### src/rtl/lfsr_rng.sv
// Galois LFSR random-number generator with seed load and request/response handshakes.
// Draws are raw words, 2-bit selectors, or 1..RANGE_MAX values obtained by rejection sampling.
module lfsr_rng #(
  parameter int               WIDTH         = 8,
  parameter logic [WIDTH-1:0] TAP_MASK      = WIDTH'('hB8),
  parameter logic [WIDTH-1:0] DEFAULT_SEED  = WIDTH'('h01),
  parameter int               STEPS_PER_OUT = 1,
  parameter int               RANGE_MAX     = 40,
  parameter int               RBITS         = 6,
  parameter int               MAX_RETRY     = 4
) (
  input  logic             clk,
  input  logic             rst,
  input  logic             seed_valid,
  input  logic [WIDTH-1:0] seed,
  input  logic             req_valid,
  input  logic [1:0]       req_mode,
  output logic             req_ready,
  output logic             out_valid,
  input  logic             out_ready,
  output logic [WIDTH-1:0] out_data,
  output logic             busy
);

  localparam int SCW = $clog2(STEPS_PER_OUT + 1);
  localparam int RCW = (MAX_RETRY < 1) ? 1 : $clog2(MAX_RETRY + 1);
  localparam logic [SCW-1:0]   STEP_LOAD = SCW'(STEPS_PER_OUT);
  localparam logic [RCW-1:0]   RETRY_LIM = RCW'(MAX_RETRY);
  localparam logic [WIDTH:0]   RMAX_EXT  = (WIDTH+1)'(RANGE_MAX);
  localparam logic [WIDTH-1:0] RMAX_W    = WIDTH'(RANGE_MAX);

  typedef enum logic [1:0] {IDLE, STEP, EVAL, HOLD} state_t;

  state_t           fsm;
  logic [WIDTH-1:0] lfsr;
  logic [WIDTH-1:0] lfsr_next;
  logic [SCW-1:0]   step_cnt;
  logic [RCW-1:0]   retry;
  logic [1:0]       mode;

  logic [WIDTH-1:0] r;
  logic             in_range;
  logic             reject;
  logic [WIDTH-1:0] result;

  assign lfsr_next = (lfsr >> 1) ^ (lfsr[0] ? TAP_MASK : '0);

  // Range mode works on the low RBITS only; the fallback fold stays in 1..RANGE_MAX
  // because RANGE_MAX exceeds half the RBITS space.
  assign r        = WIDTH'(lfsr[RBITS-1:0]);
  assign in_range = {1'b0, r} < RMAX_EXT;
  assign reject   = (mode == 2'd2) && !in_range && (retry < RETRY_LIM);

  always_comb begin
    result = lfsr;
    case (mode)
      2'd1:    result = WIDTH'(lfsr[1:0]);
      2'd2:    result = in_range ? (r + WIDTH'(1)) : (r - RMAX_W + WIDTH'(1));
      default: result = lfsr;
    endcase
  end

  assign req_ready = (fsm == IDLE);
  assign busy      = (fsm != IDLE);

  always_ff @(posedge clk) begin
    if (rst) begin
      fsm       <= IDLE;
      lfsr      <= DEFAULT_SEED;
      step_cnt  <= '0;
      retry     <= '0;
      mode      <= '0;
      out_valid <= 1'b0;
      out_data  <= '0;
    end else if (seed_valid) begin
      // A zero seed would lock the register, so it maps onto the default seed.
      fsm       <= IDLE;
      lfsr      <= (seed == '0) ? DEFAULT_SEED : seed;
      step_cnt  <= '0;
      retry     <= '0;
      out_valid <= 1'b0;
    end else begin
      case (fsm)
        IDLE: if (req_valid) begin
          mode     <= req_mode;
          step_cnt <= STEP_LOAD;
          retry    <= '0;
          fsm      <= STEP;
        end
        STEP: begin
          lfsr     <= lfsr_next;
          step_cnt <= step_cnt - SCW'(1);
          if (step_cnt == SCW'(1)) fsm <= EVAL;
        end
        EVAL: if (reject) begin
          retry    <= retry + RCW'(1);
          step_cnt <= STEP_LOAD;
          fsm      <= STEP;
        end else begin
          out_data  <= result;
          out_valid <= 1'b1;
          fsm       <= HOLD;
        end
        HOLD: if (out_ready) begin
          out_valid <= 1'b0;
          fsm       <= IDLE;
        end
        default: fsm <= IDLE;
      endcase
    end
  end

endmodule
### config.mk
export PLATFORM = sky130hd
export DESIGN_NAME = lfsr_rng
export DESIGN_NICKNAME = d
export VERILOG_FILES = /design/src/rtl/lfsr_rng.sv
export SDC_FILE = /design/constraint.sdc
export NUM_CORES = 1
export LEC_CHECK = 0
export ABC_CLOCK_PERIOD_IN_PS = 1650
export CAP_MARGIN = 20
export CORE_MARGIN = 3
export CORE_UTILIZATION = 48
export CTS_BUF_LIST = sky130_fd_sc_hd__clkbuf_8 sky130_fd_sc_hd__clkbuf_16
export DETAILED_ROUTE_END_ITERATION = 10
export PLACE_DENSITY_LB_ADDON = 0.1
export SYNTH_ARGS = -nofsm -noshare
export SYNTH_HDL_FRONTEND = slang
export SYNTH_SLANG_ARGS = --single-unit
### constraint.sdc
create_clock -name clk -period 1.65 [get_ports clk]
set_input_delay 0.165 -clock clk [delete_from_list [all_inputs] [get_ports clk]]
set_output_delay 0.165 -clock clk [all_outputs]
set_load 0.02 [all_outputs]
==> run metrics <==
syn nets=219; setup violation total in the final timing report=1; Fmax achieved=0.596 GHz; cell count after placement=261; Yosys warning total=0; Die Width=between 60 and 70 um; asr flop ratio synth=0%; dominant register cell in the synthesized netlist=sky130_fd_sc_hd__dfxtp_1; violated checks=setup timing; Antenna Cells=0; cells along the critical path=inv_2, ha_4, inv_2, ha_4, buf_6, nand4b_1, o31ai_1, a31oi_1, a211oi_1; adder-cell share of the synthesized area=slightly above 6%; number of levels in the clock H-tree=1; Skew-Pair Late Insertion Delay=0.27 ns; wire length of the first global-routing pass=about 6.4 mm; Area contributors post-synth=sky130_fd_sc_hd__dfxtp_1, sky130_fd_sc_hd__ha_1, sky130_fd_sc_hd__nor2_1, sky130_fd_sc_hd__a21oi_1, sky130_fd_sc_hd__mux2i_1; largest driver fanout on the critical path=7; die area=4140 sq um; Area Growth Syn to Fin=26.4%; CP Data Arrival Time=roughly 1.9 ns; Slew Limit Fails=0; share of synthesized area occupied by flip-flops and latches=30.6%; standard-cell row count=20; number of enable flip-flop cells after synthesis=0; dominant combinational cell family by area after synthesis=simple AND/OR/NAND/NOR gates; share of the synthesized area in compound gates (AO/OA/AOI/OAI)=20.9%; mean cell area of the mapped netlist=8.34 sq um; fill cell instance count of the final layout=approximately 290; number of unique standard cell types used by synthesis=50; total CTS buffers=3; die height=64.4 um; setup repair after global routing missed its margin=true; status=finished with violations; Synth Cell Area=1640 sq um; drt via density=5.60; area taken by flip-flops and latches=between 500 and 600 sq um; global placement routability congestion=a little under 0.9; number of max-cap violations=0; highest-count cells in the layout ignoring fill and taps=sky130_fd_sc_hd__nor2_1, sky130_fd_sc_hd__clkdlybuf4s50_1, sky130_fd_sc_hd__dfxtp_1, sky130_fd_sc_hd__buf_4; pin count of the biggest net entering global routing=16; crit path setup slack, layout=-0.0278 ns; area fraction in and, or, nand and nor cells after synthesis=between 20% and 30%; buffering stage count on the worst path with inverters included=3; layout cells sized above 1=between 10% and 20%; pre-CTS setup slack=0.00262 ns; Routed Wire Length=3.82 mm; clock transition time at the flip-flop clock pins of the worst setup and hold paths=roughly 0.090 ns; clock tree from TritonCTS=yes; first-iteration detailed-routing DRC count=121; Final Hold Fails=0; share of cell area taken by muxes after synthesis=6.35%; setup TNS after final layout=-0.0278 ns; overflow left after global routing=0; worst vdd rail ir drop=493 uV; Initial DRT Pass Iterations=4; routed len/inst=14.2 um; Finished Layout Cells=around 270; leading area contributor after synthesis=sky130_fd_sc_hd__dfxtp_1; Max-slew headroom=73.8%; hold slack=0.471 ns; transition at the pin with the smallest max-transition slack=about 0.39 ns; total via count in the routed design=1507; Critical Path Start Type=flop; class of the worst hold path=flop to flop; number of antenna violations at the first check in global routing=0; Placeable Area=3150 sq um; Critical Path End Type=flop; Post-Route Utilization=about two thirds; fraction of synthesized cell area in xor and xnor cells=2.68%; power per cell area=640 nW/um^2; estimated wirelength of the detail-placed design=2.87 mm; final worst path period share=102%; CTS root buffer=sky130_fd_sc_hd__clkbuf_8; Yosys top cell area share=30.6%; boundary pin count=26; most common cell after layout, fill and taps aside=sky130_fd_sc_hd__nor2_1; area of the multi-input gates=~1000 sq um; synthesized netlist cell count=196; leakage power=0.000774 uW; net total in the final layout=249; Max Clock Skew=0.00276 ns; effective utilization at floorplan=51.9%; cell type of the slowest stage on the worst timing path=sky130_fd_sc_hd__dfxtp_2; residual antenna-violating net count after detailed routing=0; TritonCTS sink count=25; Worst EP required=approximately 1.8 ns; crit-path max cell delay=0.33 ns; Port Buffer Count=25; crit path time final=1.68 ns; cell family with most CP delay=compound AO/OA/AOI/OAI gates; number of flip-flops and latches in the synthesized netlist=25; detailed-route DRC error count=0; classification of the worst setup path=flop to flop; all-layer global routing usage=19.1%; worst-case clock buffer depth=2; number of global-route vias before repair=1429
[worst register-to-register path, cell delays in order (launching register included)]
cell and delay, ns:
sky130_fd_sc_hd__dfxtp_2 0.33, sky130_fd_sc_hd__inv_2 0.07, sky130_fd_sc_hd__ha_4 0.13, sky130_fd_sc_hd__inv_2 0.04
sky130_fd_sc_hd__ha_4 0.18, sky130_fd_sc_hd__buf_6 0.13, sky130_fd_sc_hd__nand4b_1 0.16, sky130_fd_sc_hd__o31ai_1 0.27
sky130_fd_sc_hd__a31oi_1 0.07, sky130_fd_sc_hd__a211oi_1 0.23
[kinds of logic (layout without fill, tap and decap cells)]
family | count (synthesis) | count (layout)
AO/OA/AOI/OAI | 51 | 51
multiplexers | 10 | 10
AND/OR/NAND/NOR | 71 | 71
flip-flops | 25 | 25
XOR/XNOR | 5 | 5
buffers and inverters | 26 | 55
adder cells (fa/ha/maj) | 8 | 8
[timing repair]
| item | CTS | global route |
|---|---|---|
| endpoints found under the setup margin | 3 | 12 |
| pin swaps | 0 | 5 |
| buffers inserted | 0 | 4 |
| hold buffers | 0 | 0 |
| gates resized for setup | 4 | 14 |
| hold endpoints to repair | 0 | 0 |
[flip-flops by register name, indices dropped and copies added (netlist names)]
| signal | cells |
|---|---|
| lfsr | 8 |
| out_valid | 1 |
| retry | 3 |
| mode | 2 |
| step_cnt | 1 |
| out_data | 8 |
| fsm | 2 |
[final timing paths]
kind,startpoint,end,slack [ns],cells past startpoint
worst min-delay path,retry[1],retry[1],0.47,2
worst min register to register,retry[1],retry[1],0.47,2
worst max register to register,lfsr[4],out_data[6],-0.03,9
worst max-delay path,lfsr[4],out_data[6],-0.03,9
[metrics by stage]
stage	power, uW	cell area, sq um
finish	1320	2070
global route	1390	2070
floorplan	841	1660
detailed placement	930	1930
CTS	1310	1980
global placement	922	1930
[report_power, final]
| group | internal, uW | switching [uW] |
|---|---|---|
| Clock | 171 | 211 |
| Sequential | 622 | 20.8 |
| Combinational | 151 | 147 |
| Total | 944 | 378 |
[synthesized netlist by cell type, types with 3 or more instances]
cell / instances
sky130_fd_sc_hd__nor2_1: 24
sky130_fd_sc_hd__a211o_1: 3
sky130_fd_sc_hd__o21ai_0: 10
sky130_fd_sc_hd__xnor2_1: 4
sky130_fd_sc_hd__dfxtp_1: 25
sky130_fd_sc_hd__a21oi_1: 14
sky130_fd_sc_hd__inv_1: 10
sky130_fd_sc_hd__nand4_1: 3
sky130_fd_sc_hd__buf_2: 6
sky130_fd_sc_hd__nand3b_1: 4
sky130_fd_sc_hd__nand2_1: 14
sky130_fd_sc_hd__mux2i_1: 7
sky130_fd_sc_hd__ha_1: 8
sky130_fd_sc_hd__nor3_1: 3
sky130_fd_sc_hd__a211oi_1: 5
sky130_fd_sc_hd__clkbuf_1: 3
sky130_fd_sc_hd__buf_6: 5
sky130_fd_sc_hd__nand4b_1: 5
sky130_fd_sc_hd__a311oi_1: 3
[area by class of cell]
cell class | count | area share [%]
clock buffer | 3 | 2.00
clock inverter | 1 | 0.363
inverter | 10 | 1.82
multi-input combinational | 145 | 50.4
sequential | 25 | 24.6
tap | 44 | 2.66
timing repair buffer | 41 | 18.2
[layer usage]
metal	up-vias	global-route usage [%]	share of wire (%)
li1	758	-	-
met1	697	25.0	47
met2	48	32.7	48
met3	4	2.11	4.3
met4	0	5.54	1.0
met5	-	0	0
(Power assumes the default switching activity.)
